--- config.mk ---
export PLATFORM = sky130hd
export DESIGN_NAME = ppu_writeback
export DESIGN_NICKNAME = d
export VERILOG_FILES = /design/src/rtl/ppu_pkg.sv /design/src/rtl/ppu_maxpool2x2.sv /design/src/rtl/ppu_writeback.sv
export SDC_FILE = /design/constraint.sdc
export NUM_CORES = 2
export LEC_CHECK = 0
export ABC_AREA = 0
export CORE_ASPECT_RATIO = 0.9
export CORE_UTILIZATION = 55
export CTS_BUF_LIST = sky130_fd_sc_hd__clkbuf_16
export DETAILED_ROUTE_END_ITERATION = 7
export PLACE_DENSITY = 0.74
export SLEW_MARGIN = 20
export SYNTH_ARGS = -nofsm -noshare
export SYNTH_HDL_FRONTEND = slang
export SYNTH_SLANG_ARGS = --single-unit
--- constraint.sdc ---
create_clock -name clk -period 14.2 [get_ports clk]
set_input_delay 2.84 -clock clk [delete_from_list [all_inputs] [get_ports clk]]
set_output_delay 2.84 -clock clk [all_outputs]
set_load 0.005 [all_outputs]
--- src/rtl/ppu_pkg.sv ---
// Shared types and arithmetic for the PPU write-back stage.
// Holds the FSM state type, int8 limits and the requantize/max helpers.
package ppu_pkg;

  typedef enum logic [1:0] {
    IDLE  = 2'd0,
    RUN   = 2'd1,
    FLUSH = 2'd2,
    DONE  = 2'd3
  } state_t;

  localparam logic signed [7:0] INT8_MAX = 8'sh7F;
  localparam logic signed [7:0] INT8_MIN = 8'sh80;

  // Round-half-up arithmetic shift, optional ReLU, then clamp to int8.
  // The 33-bit input leaves headroom for the rounding bias on a full-range psum.
  function automatic logic signed [7:0] quantize(input logic signed [32:0] ext,
                                                  input logic [4:0] shamt,
                                                  input logic relu_en);
    logic signed [32:0] bias;
    logic signed [32:0] v;
    bias = (shamt == 5'd0) ? 33'sd0 : (33'sd1 <<< (shamt - 5'd1));
    v = (ext + bias) >>> shamt;
    if (relu_en && (v < 33'sd0)) v = 33'sd0;
    if (v > 33'(INT8_MAX)) quantize = INT8_MAX;
    else if (v < 33'(INT8_MIN)) quantize = INT8_MIN;
    else quantize = v[7:0];
  endfunction

  function automatic logic signed [7:0] smax8(input logic signed [7:0] a,
                                               input logic signed [7:0] b);
    smax8 = (a > b) ? a : b;
  endfunction

endpackage

--- src/rtl/ppu_maxpool2x2.sv ---
// 2x2 stride-2 max-pool over a raster stream of int8 values, one channel after another.
// Odd trailing columns/rows are consumed without producing output.
module ppu_maxpool2x2 #(
  parameter int MAX_OW = 64
) (
  input  logic              clk,
  input  logic              rst_n,
  input  logic              clear,
  input  logic              maxpool,
  input  logic [7:0]        ofmap_w,
  input  logic [7:0]        ofmap_h,
  input  logic [9:0]        num_ch,
  input  logic              in_valid,
  input  logic signed [7:0] in_data,
  output logic              out_valid,
  output logic signed [7:0] out_data
);
  import ppu_pkg::*;

  localparam int RB_DEPTH = MAX_OW / 2;
  localparam int IDX_W    = $clog2(RB_DEPTH);

  logic signed [7:0]   rowbuf [RB_DEPTH];
  logic [RB_DEPTH-1:0] rb_vld;
  logic [7:0]          x;
  logic [7:0]          y;
  logic [9:0]          ch;
  logic signed [7:0]   held;
  logic signed [7:0]   hmax;
  logic [IDX_W-1:0]    col;
  logic                last_x;
  logic                last_y;
  logic                last_ch;
  logic                rb_write;

  assign last_x   = (x == ofmap_w - 8'd1);
  assign last_y   = (y == ofmap_h - 8'd1);
  assign last_ch  = (ch == num_ch - 10'd1);
  assign col      = x[IDX_W:1];
  assign hmax     = smax8(held, in_data);
  assign rb_write = in_valid && maxpool && x[0] && !y[0];

  // Row buffer carries horizontal maxima from an even row to the following odd row.
  always_ff @(posedge clk) begin
    if (rb_write) rowbuf[col] <= hmax;
  end

  always_ff @(posedge clk or negedge rst_n) begin
    if (!rst_n) begin
      x         <= 8'd0;
      y         <= 8'd0;
      ch        <= 10'd0;
      held      <= 8'sd0;
      rb_vld    <= '0;
      out_valid <= 1'b0;
      out_data  <= 8'sd0;
    end else if (clear) begin
      x         <= 8'd0;
      y         <= 8'd0;
      ch        <= 10'd0;
      rb_vld    <= '0;
      out_valid <= 1'b0;
    end else begin
      out_valid <= 1'b0;
      if (in_valid) begin
        if (!maxpool) begin
          out_valid <= 1'b1;
          out_data  <= in_data;
        end else if (!x[0]) begin
          held <= in_data;
        end else if (!y[0]) begin
          rb_vld[col] <= 1'b1;
        end else if (rb_vld[col]) begin
          out_valid <= 1'b1;
          out_data  <= smax8(rowbuf[col], hmax);
        end

        if (last_x) begin
          x <= 8'd0;
          if (last_y) begin
            y      <= 8'd0;
            ch     <= last_ch ? 10'd0 : ch + 10'd1;
            rb_vld <= '0;
          end else begin
            y <= y + 8'd1;
          end
        end else begin
          x <= x + 8'd1;
        end
      end
    end
  end

endmodule

--- src/rtl/ppu_writeback.sv ---
// Post-processing write-back: requantize psums, optional 2x2 max-pool,
// pack four int8 results per word and write them to the GLB.
module ppu_writeback #(
  parameter int PSUM_BITS = 32,
  parameter int MAX_OW    = 64,
  parameter int ADDR_BITS = 32
) (
  input  logic                 clk,
  input  logic                 rst_n,
  input  logic                 start,
  input  logic                 maxpool,
  input  logic                 relu,
  input  logic [5:0]           scale,
  input  logic [7:0]           ofmap_w,
  input  logic [7:0]           ofmap_h,
  input  logic [9:0]           num_ch,
  input  logic [ADDR_BITS-1:0] out_baseaddr,
  input  logic                 psum_valid,
  output logic                 psum_ready,
  input  logic [PSUM_BITS-1:0] psum_data,
  output logic [3:0]           glb_we,
  output logic [ADDR_BITS-1:0] glb_w_addr,
  output logic [31:0]          glb_w_data,
  output logic                 busy,
  output logic                 done
);
  import ppu_pkg::*;

  state_t                 state;
  state_t                 next_state;

  logic                   cfg_maxpool;
  logic                   cfg_relu;
  logic [4:0]             cfg_scale;
  logic [7:0]             cfg_w;
  logic [7:0]             cfg_h;
  logic [9:0]             cfg_ch;
  logic [ADDR_BITS-1:0]   cfg_base;
  logic [25:0]            total;
  logic [25:0]            acc_cnt;
  logic                   all_acc;

  logic                   start_job;
  logic                   accept;
  logic signed [32:0]     psum_ext;
  logic                   q_valid;
  logic signed [7:0]      q_data;
  logic                   p_valid;
  logic signed [7:0]      p_data;

  logic [23:0]            pack_buf;
  logic [1:0]             pack_cnt;
  logic [ADDR_BITS-3:0]   word_idx;
  logic [3:0]             flush_we;
  logic                   flush_now;

  assign start_job  = (state == IDLE) && start;
  assign psum_ready = (state == RUN) && !all_acc;
  assign accept     = psum_valid && psum_ready;
  assign busy       = (state != IDLE);
  assign done       = (state == DONE);
  assign psum_ext   = 33'(signed'(psum_data));

  always_ff @(posedge clk or negedge rst_n) begin
    if (!rst_n) state <= IDLE;
    else        state <= next_state;
  end

  // The pipeline must drain before FLUSH so the partial word is final.
  always_comb begin
    next_state = state;
    case (state)
      IDLE:    if (start) next_state = RUN;
      RUN:     if (all_acc && !q_valid && !p_valid) next_state = FLUSH;
      FLUSH:   next_state = DONE;
      DONE:    next_state = IDLE;
      default: next_state = IDLE;
    endcase
  end

  always_ff @(posedge clk or negedge rst_n) begin
    if (!rst_n) begin
      cfg_maxpool <= 1'b0;
      cfg_relu    <= 1'b0;
      cfg_scale   <= 5'd0;
      cfg_w       <= 8'd0;
      cfg_h       <= 8'd0;
      cfg_ch      <= 10'd0;
      cfg_base    <= '0;
      total       <= 26'd0;
    end else if (start_job) begin
      cfg_maxpool <= maxpool;
      cfg_relu    <= relu;
      cfg_scale   <= (scale > 6'd31) ? 5'd31 : scale[4:0];
      cfg_w       <= ofmap_w;
      cfg_h       <= ofmap_h;
      cfg_ch      <= num_ch;
      cfg_base    <= out_baseaddr;
      total       <= 26'(ofmap_w) * 26'(ofmap_h) * 26'(num_ch);
    end
  end

  always_ff @(posedge clk or negedge rst_n) begin
    if (!rst_n) begin
      acc_cnt <= 26'd0;
      all_acc <= 1'b0;
      q_valid <= 1'b0;
      q_data  <= 8'sd0;
    end else begin
      q_valid <= accept;
      if (accept) q_data <= quantize(psum_ext, cfg_scale, cfg_relu);
      if (start_job) begin
        acc_cnt <= 26'd0;
        all_acc <= 1'b0;
      end else if (accept) begin
        acc_cnt <= acc_cnt + 26'd1;
        if (acc_cnt == total - 26'd1) all_acc <= 1'b1;
      end
    end
  end

  ppu_maxpool2x2 #(
    .MAX_OW(MAX_OW)
  ) u_pool (
    .clk      (clk),
    .rst_n    (rst_n),
    .clear    (start_job),
    .maxpool  (cfg_maxpool),
    .ofmap_w  (cfg_w),
    .ofmap_h  (cfg_h),
    .num_ch   (cfg_ch),
    .in_valid (q_valid),
    .in_data  (q_data),
    .out_valid(p_valid),
    .out_data (p_data)
  );

  always_comb begin
    flush_we = 4'b0000;
    case (pack_cnt)
      2'd1:    flush_we = 4'b0001;
      2'd2:    flush_we = 4'b0011;
      2'd3:    flush_we = 4'b0111;
      default: flush_we = 4'b0000;
    endcase
  end

  assign flush_now = (state == RUN) && (next_state == FLUSH) && (pack_cnt != 2'd0);

  // Partial word is registered on the RUN->FLUSH edge so it appears during FLUSH.
  always_ff @(posedge clk or negedge rst_n) begin
    if (!rst_n) begin
      pack_buf   <= 24'd0;
      pack_cnt   <= 2'd0;
      word_idx   <= '0;
      glb_we     <= 4'b0000;
      glb_w_addr <= '0;
      glb_w_data <= 32'd0;
    end else begin
      glb_we <= 4'b0000;
      if (start_job) begin
        pack_buf <= 24'd0;
        pack_cnt <= 2'd0;
        word_idx <= '0;
      end else if (p_valid) begin
        if (pack_cnt == 2'd3) begin
          glb_we     <= 4'b1111;
          glb_w_addr <= cfg_base + {word_idx, 2'b00};
          glb_w_data <= {p_data, pack_buf};
          pack_buf   <= 24'd0;
          pack_cnt   <= 2'd0;
          word_idx   <= word_idx + 1'b1;
        end else begin
          case (pack_cnt)
            2'd0:    pack_buf[7:0]   <= p_data;
            2'd1:    pack_buf[15:8]  <= p_data;
            default: pack_buf[23:16] <= p_data;
          endcase
          pack_cnt <= pack_cnt + 2'd1;
        end
      end else if (flush_now) begin
        glb_we     <= flush_we;
        glb_w_addr <= cfg_base + {word_idx, 2'b00};
        glb_w_data <= {8'h00, pack_buf};
        pack_buf   <= 24'd0;
        pack_cnt   <= 2'd0;
        word_idx   <= word_idx + 1'b1;
      end
    end
  end

endmodule

==> metrics <==
endpoints failing setup=0; mux contribution to synthesized area=6.82%; Max-cap violations=0; post-route minimum period=12,050 ps; Compound-Gate Fraction of Synth Area=12.1%; hold crit path type=reg2reg; largest stage delay on the critical path=840 ps; largest family of logic cells by synthesized area=simple AND/OR/NAND/NOR gates; initial antenna violation count=1; Clock transition at path regs=60 ps; post-synth cell types=96; Synth Register Bits=564; worst hold slack=470 ps; largest net degree at the start of global routing=102; top_reg_cell synth=dfrtp_1; die height=249 um; final setup TNS=0 ps; DR iter-0 viols=2,480; Core Area=67,000 um^2; fill count=5,415; WS Path Type=in2reg; Yosys top cell by area=dfrtp_1; Clock Skews=17.0 ps; post-route ant nets=0; DR DRC count=0; Max Root-Sink Buffers=3; vias in the first global route=27,300; clock sinks=564; Starting Density=55.7%; first-pass GRT wire length=145,000 um; total congestion overflow=0; Worst setup SP type=input pin; worst skew pair latency=630 ps; worst endpoint required time=14,650 ps; TritonCTS clock tree=done; dpl cell area=39,700 um^2; placed cell count=4,596; Synth Area in XOR/XNOR=4.09%; max-slew violations=0; CTS H-tree lvls=2; top cell type's share of synthesized area=20.7%; Cell Area, Synth=37,300 um^2; crit path DAT=12,500 ps; non-filler instance count after layout=4,703; DR WL/cell=18.9 um; Post-synth EDFFs=256; Setup Buffers After CTS=0; PortBufs=172; CP max FO=18; syn nets=4,127; DR pass1 iterations=6; Syn Area/Cell=10.1 um^2; total CTS buffers=56; die area=68,900 um^2; # rows=90; Async SR Flop Fraction=54.6%; Tot GR Track Use=25.9%; P&R area growth vs syn=11.3%; Ys Warns=0; highest-delay cell along the critical path=clkdlybuf4s50_1; final RePlAce weighted congestion=0.911; CP endpoint kind=flop; Max-slew headroom=26.1%; sequential-to-total area share from yosys stat=41.3%; post-synthesis adder-cell area fraction=14.2%; layout cells sized above 1=7.11%; f_max=83.0 MHz; Final #Nets=4,216; final instance area=41,500 um^2; synth top area cells=dfrtp_1, edfxtp_1, fa_1; RSZ-0062 raised after global routing=no; vias=28,000; Die Span X=276 um; cells after synthesis=3,691; # IOs=173; Simple-Gate Fraction of Synth Area=17.3%; fin crit share=84.9%; DR vias/cell=5.96; Hold Violations, Final=0; status=completed; hold buffers post-CTS=0; post-DP HPWL=62,700 um; CP dominant cell by count=fa_1; Root Driver=clkbuf_16; actual slew at the worst max-slew pin=1100 ps; WL final=88,800 um; post_cts resized=0
-- routing by layer --
layer | vias up | track usage (%) | wire [um]
met5 | - | 0 | 0
met4 | 0 | 5.65 | 1530
met3 | 119 | 3.70 | 6020
met2 | 948 | 40.8 | 40500
met1 | 13800 | 38.3 | 40800
li1 | 13200 | - | -
-- logic make-up (layout without fill, tap and decap cells) --
kind of cell               Yosys count  in the layout
AOI/OAI and AO/OA                  690            690
xor gates and xnor gates           174            174
adders and majority gates          334            334
buffers and inverters              411            547
DFF                                564            564
muxes                              144            144
other                                1              3
and+or+nand+nor                   1373           1373
-- stage by stage --
step / setup WS [ps] / utilization [%]
after floorplan: 2710 / -
after detailed placement: 1490 / 59.2
after global placement: 1700 / 59.2
after global routing: 1500 / 61.9
after CTS: 2170 / 61.9
final: 2150 / 61.9
-- cell type report --
class / instances / area (um^2) / area share, %
Antenna cell: 2 / 5.00 / 0.0121
Clock buffer: 56 / 1400 / 3.38
Clock inverter: 49 / 399 / 0.962
Inverter: 242 / 908 / 2.19
Multi-Input combinational cell: 2716 / 20400 / 49.0
Sequential cell: 564 / 15400 / 37.1
Tap cell: 874 / 1090 / 2.63
Timing Repair Buffer: 200 / 1940 / 4.68
-- cells in the final DEF, fill, tap and decap left out, types with 38 or more instances in the layout --
| cell | n |
|---|---|
| dfrtp_1 | 306 |
| xnor2_1 | 82 |
| and3_1 | 38 |
| fa_1 | 148 |
| nand4_1 | 52 |
| and2_1 | 149 |
| mux4_2 | 86 |
| xor2_1 | 92 |
| nand3_1 | 69 |
| edfxtp_1 | 256 |
| o21ai_0 | 193 |
| clkdlybuf4s50_1 | 171 |
| a21oi_1 | 169 |
| nor3_1 | 71 |
| a22oi_1 | 38 |
| inv_1 | 249 |
| nand2_1 | 536 |
| ha_1 | 186 |
| clkbuf_16 | 56 |
| nor2_1 | 291 |
-- path summary, 6_finish.rpt --
kind,slack [ps],from,to,cells past startpoint
max in group asynchronous,10490,rst_n,u_pool.x[1],2
max reg2reg,6670,cfg_scale[1],q_data[6],21
min in group asynchronous,2190,rst_n,glb_w_addr[17],1
min reg2reg,470,glb_w_addr[23],glb_w_addr[23],2
max,2150,ofmap_w[0],total[25],34
min,470,glb_w_addr[23],glb_w_addr[23],2
-- critical path, delay by kind of cell --
family / cells / cell delay, ps
AOI/OAI and AO/OA: 9 / 1900
buffers and inverters: 7 / 1140
adders and majority gates: 11 / 5220
and+or+nand+nor: 5 / 890
xor gates and xnor gates: 2 / 500
-- registers in the layout (all words and copies together), names as in the netlist, 4 cells and up --
signal and flops:
acc_cnt 26, cfg_base 32, cfg_h 8, cfg_scale 5, cfg_w 8, glb_w_addr 32
glb_w_data 32, glb_we 4, pack_buf 24, q_data 8, total 26, u_pool.held 8
u_pool.out_data 8, u_pool.rb_vld 32, u_pool.rowbuf 256, u_pool.x 8, u_pool.y 8, word_idx 30
-- cell usage after synthesis, drive strengths merged, types with 10 or more instances --
cell type / number
fa: 148
xor2: 92
or3: 26
mux2i: 37
and2: 151
nor4: 14
or2: 21
a22oi: 38
o21a: 19
ha: 186
nand2b: 31
nor2: 293
nor2b: 23
dfrtp: 308
xnor2: 82
buf: 24
o21ai: 195
o31ai: 21
a211oi: 31
clkbuf: 145
edfxtp: 256
a21oi: 169
nor3: 72
a31oi: 16
nand3: 70
nand2: 538
o21bai: 13
a21o: 29
nor3b: 11
mux2: 21
and3: 38
o211ai: 23
inv: 241
mux4: 86
a31o: 11
a211o: 10
nand4: 52
Power is left out: the tool's default activity adds up to more than one toggle a clock period on the data nets, which glitch-free logic cannot reach.
